## src/rtl/wide_bus_reader.sv

```systemverilog
// Snapshots the wide d/e/f nets on start and streams them out as fixed-width
// slices over valid/ready, accumulating a rotate-XOR signature of the stream.
module wide_bus_reader #(
   parameter int SLICE_W = 30,
   parameter int D_W     = 900,
   parameter int E_W     = 10,
   parameter int F_W     = 5,
   localparam int TOT_W  = D_W + E_W + F_W,
   localparam int NSLICE = (TOT_W + SLICE_W - 1) / SLICE_W,
   localparam int IDX_W  = $clog2(NSLICE)
) (
   input  logic               clk,
   input  logic               rst_n,
   input  logic               start,
   input  logic [D_W-1:0]     d,
   input  logic [E_W-1:0]     e,
   input  logic [F_W-1:0]     f,
   output logic               busy,
   output logic               out_valid,
   input  logic               out_ready,
   output logic [SLICE_W-1:0] out_data,
   output logic [IDX_W-1:0]   out_idx,
   output logic               out_last,
   output logic [SLICE_W-1:0] sig,
   output logic               sig_valid
);

   typedef enum logic [1:0] {
      S_IDLE,
      S_SEND,
      S_DONE
   } state_e;

   localparam logic [IDX_W-1:0] LAST_IDX = IDX_W'(NSLICE - 1);

   state_e               state_q, state_d;
   logic [TOT_W-1:0]     snap_q, snap_d;
   logic [IDX_W-1:0]     idx_q, idx_d;
   logic [SLICE_W-1:0]   sig_q, sig_d;
   logic [NSLICE*SLICE_W-1:0] snap_pad;
   logic                 accept;

   // NOTE: sequential state uses non-blocking (<=) so every flop samples the
   // pre-edge values of the others, independent of process ordering.
   always_ff @(posedge clk or negedge rst_n) begin
      if (!rst_n) begin
         state_q <= S_IDLE;
      end else begin
         state_q <= state_d;
      end
   end

   assign accept = (state_q == S_SEND) && out_ready;

   // NOTE: every variable assigned in an always_comb gets a default first, so
   // no path through the case/if leaves it unassigned and infers a latch.
   always_comb begin
      state_d = state_q;
      unique case (state_q)
         S_IDLE: if (start) state_d = S_SEND;
         S_SEND: if (accept && idx_q == LAST_IDX) state_d = S_DONE;
         S_DONE: state_d = S_IDLE;
         default: state_d = S_IDLE;
      endcase
   end

   always_comb begin
      busy      = (state_q != S_IDLE);
      out_valid = (state_q == S_SEND);
      sig_valid = (state_q == S_DONE);
      out_last  = (state_q == S_SEND) && (idx_q == LAST_IDX);
   end

   // Zero-extend the snapshot so the top slice reads 0 above TOT_W-1.
   always_comb begin
      snap_pad              = '0;
      snap_pad[TOT_W-1:0]   = snap_q;
      out_data              = snap_pad[idx_q*SLICE_W +: SLICE_W];
   end

   assign out_idx = idx_q;
   assign sig     = sig_q;

   always_comb begin
      snap_d = snap_q;
      idx_d  = idx_q;
      sig_d  = sig_q;
      if (state_q == S_IDLE && start) begin
         snap_d = {f, e, d};
         idx_d  = '0;
         sig_d  = '0;
      end else if (accept) begin
         sig_d = {sig_q[SLICE_W-2:0], sig_q[SLICE_W-1]} ^ out_data;
         if (idx_q != LAST_IDX) idx_d = idx_q + 1'b1;
      end
   end

   // NOTE: the snapshot is an ordinary flop bank rather than a RAM, so it can
   // and does take the asynchronous reset; a memory array would not.
   always_ff @(posedge clk or negedge rst_n) begin
      if (!rst_n) begin
         snap_q <= '0;
         idx_q  <= '0;
         sig_q  <= '0;
      end else begin
         snap_q <= snap_d;
         idx_q  <= idx_d;
         sig_q  <= sig_d;
      end
   end

endmodule

```

## config.mk

```make
export PLATFORM = sky130hd
export DESIGN_NAME = wide_bus_reader
export DESIGN_NICKNAME = d
export VERILOG_FILES = /design/src/rtl/wide_bus_reader.sv
export SDC_FILE = /design/constraint.sdc
export NUM_CORES = 2
export LEC_CHECK = 0
export ABC_AREA = 1
export CORE_AREA = 2 2 389 391
export DETAILED_ROUTE_END_ITERATION = 16
export DIE_AREA = 0 0 391 393
export SYNTH_ARGS = -nofsm -noshare
export SYNTH_HDL_FRONTEND = slang
export SYNTH_SLANG_ARGS = --single-unit
```

## constraint.sdc

```tcl
create_clock -name clk -period 4.4 [get_ports clk]
set_clock_uncertainty 0.15 [all_clocks]
set_input_delay 0.88 -clock clk [delete_from_list [all_inputs] [get_ports clk]]
set_output_delay 0.88 -clock clk [all_outputs]
set_load 0.03 [all_outputs]
```

==> results.json <==
{
  "outcome": "complete, no violations",
  "synth_top_area_cell": "dfrtp_1",
  "ys_warn_count": 0,
  "h-tree-depth": 3,
  "final_cell_mix": "nand2_1, clkdlybuf4s50_1, dfrtp_1, inv_1, nand3_1",
  "cp_slowest_cell": "dfrtp_4",
  "numCtsBuffers": 110,
  "fin_tns_setup_ns": 0,
  "clk_latency_ns": 0.74,
  "endpoint_kind": "output pin",
  "finalMaxSlewViolations": 0,
  "synth_top_cells_by_area": "dfrtp_1, nand2_1, nand3_1",
  "dieArea_mm2": 0.1537,
  "antenna_found_initial": 29,
  "place_congestion": 0.9214,
  "nets": 8324,
  "synth_mux_area_frac": 0,
  "yosysSeqAreaShare": 0.5155,
  "dr.pass1.iters": 7,
  "crit_top_cell": "nand2_1",
  "area_delta_synth_final_pct": 35.88,
  "slew_headroom": 0.09781,
  "path_clk_slew_ns": 0.06,
  "drive_gt1_frac": 0.05722,
  "worst-path-max-fanout": 63,
  "synth_xor_area_frac": 0,
  "p_total_mw": 47.67,
  "wl_per_cell_um": 23.08,
  "grt_pass1_wl_um": 307600,
  "drtIter0Drc": 4140,
  "first_global_vias": 45127,
  "chipHeight_um": 393,
  "period_needed_ns": 4.308,
  "final_common_cell": "nand2_1",
  "drt-total-wl_um": 218300,
  "cap_viol_max_count": 0,
  "syn_area_per_cell_um2": 7.048,
  "ioPinCount": 988,
  "crit_family": "buffers and inverters",
  "die_w_um": 391,
  "synth.top_cell.area_share": 0.5155,
  "cts.sinks": 952,
  "crit_type": "reg2out",
  "syn-num-nets": 7478,
  "grt_overflow": 0,
  "cts_tree": "done",
  "crit_buf_inv": 5,
  "worstHoldPathType": "in2async",
  "cpPeakStageDelay_ns": 0.58,
  "drc_errors": 0,
  "via_count": 45716,
  "core_area_mm2": 0.1492,
  "final_hold_viol_count": 0,
  "ant_nets": 0,
  "cp-start-kind": "flop",
  "path_cells": "clkinv_16 > buf_16 > buf_6 > nand2_1 > nand2_1 > nand2_1 > nand2_1 > nand2_1 > nand2_1 > nand2_1 > nand2_1 > nand2_1 > inv_1 > buf_12",
  "static-leakage-power_nw": 31.99,
  "synthAdderAreaFrac": 0.0005414,
  "ys_types": 27,
  "cp.arrival_ns": 3.28,
  "ys_seq_elements": 952,
  "synth_top_family_by_area": "simple AND/OR/NAND/NOR gates",
  "syn-cell-area_mm2": 0.04622,
  "initial_core_util": 0.3097,
  "cts_buffer_depth": 3,
  "grt_usage": 0.2753,
  "rsz0062_at_grt": "true",
  "grt_max_degree": 185,
  "syn_inst": 6557,
  "io_buffers": 987,
  "hpwlAfterDp_um": 160700,
  "core.rowCount": 142,
  "fin_crit_sh": 0.9791,
  "yosys.area_share.simple": 0.3781,
  "clock-root-buffer": "clkbuf_16",
  "fmax_ghz": 0.2321,
  "setup_violations": 0,
  "synth_compound_area_frac": 0.03839,
  "p_per_area_mw_per_mm2": 759.1,
  "vias_per_cell": 4.834,
  "vdd.ir_drop.worst_mv": 0.4834,
  "tightest_slew_ns": 1.353,
  "worstPathRequired_ns": 3.37
}
metrics by stage:
| stage | cells | util | setup slack [ns] | hold WS [ns] | instance area [um^2] |
|---|---|---|---|---|---|
| 6_report | 9458 | 0.4208 | 0.09203 | 0.07611 | 62800 |
| 5_1_grt | 9450 | 0.4207 | -0.06517 | 0.09494 | 62780 |
| 4_1_cts | 9430 | 0.4185 | -0.09774 | 0.05132 | 62460 |
| 3_5_place_dp | 9216 | 0.3915 | 0.4889 | 0.3077 | 58420 |
| 3_3_place_gp | 9216 | 0.3915 | 0.4782 | 0.3035 | 58420 |
| 2_1_floorplan | 6557 | - | 1.453 | 0.2907 | 46220 |
path summary, 6_finish.rpt:
path | from | end | slack (ns) | depth (start not counted)
min in group clk | snap_q[613] | snap_q[613] | 0.33 | 2
setup / recovery | out_idx[0] | out_data[13] | 0.09 | 14
setup reg to reg | state_q[0] | snap_q[253] | 1.11 | 7
hold / removal | rst_n | snap_q[66] | 0.08 | 1
max in group asynchronous | rst_n | snap_q[4] | 2.80 | 2
hold reg to reg | snap_q[613] | snap_q[613] | 0.33 | 2
synthesized netlist by cell type, drive strengths merged:
cell type  number
nand2        3971
dfrtp         952
inv           348
nand3         335
o21ai         290
buf           228
clkbuf        166
nor2          154
a21oi          60
nand4          27
or2            18
ha              2
nor3            2
a31oi           1
clkinv          1
o211ai          1
o32ai           1
routing by layer:
| metal | GRT usage | part of all wire | up-vias | routed length, um |
|---|---|---|---|---|
| met5 | 0 | 0.00051 | - | 112 |
| li1 | - | - | 21606 | - |
| met2 | 0.4601 | 0.48 | 1812 | 104600 |
| met3 | 0.05445 | 0.071 | 401 | 15550 |
| met1 | 0.3389 | 0.40 | 21875 | 86250 |
| met4 | 0.1361 | 0.054 | 22 | 11840 |
registers in the layout, summed over array words and instances (netlist names):
name	cells
snap_q	915
out_idx	5
sig	30
state_q	2
where the power goes:
| group | internal (mW) | switching, mW |
|---|---|---|
| Clock | 5.61 | 4.06 |
| Sequential | 12.8 | 2.27 |
| Combinational | 7.62 | 15.3 |
| Total | 26.1 | 21.6 |
final cells by class:
type / instances / area (um^2)
tap: 1944 / 2432
antenna: 17 / 42.54
sequential: 952 / 23840
timing repair buffer: 1128 / 11870
multi-input combinational: 4862 / 19460
fill: 15285 / 86440
inverter: 349 / 1356
clock inverter: 54 / 631.9
clock buffer: 152 / 3174
worst reg2reg max path: stages, from the launching register on:
cell,delay [ns]
dfrtp_1,0.39
nor2_1,0.66
nand2_4,0.42
inv_8,0.59
buf_12,0.34
buf_12,0.30
nand2_1,0.21
o21ai_0,0.13
what timing repair did:
action                     4_1_cts  5_1_grt
hold buffers                     0        0
cloned                           1        5
setup buffers                    7        7
setup endpoints to repair       29       29
gates resized for setup         36       29
pin swaps                        3        2
cell families (layout without fill, tap and decap cells):
| kind of cell | Yosys count | count (layout) |
|---|---|---|
| AOI/OAI and AO/OA | 353 | 353 |
| adders and majority gates | 2 | 2 |
| buffers and inverters | 743 | 1683 |
| DFF | 952 | 952 |
| other | 0 | 17 |
| and+or+nand+nor | 4507 | 4507 |
Note: power is estimated with default switching activity, not from simulation.
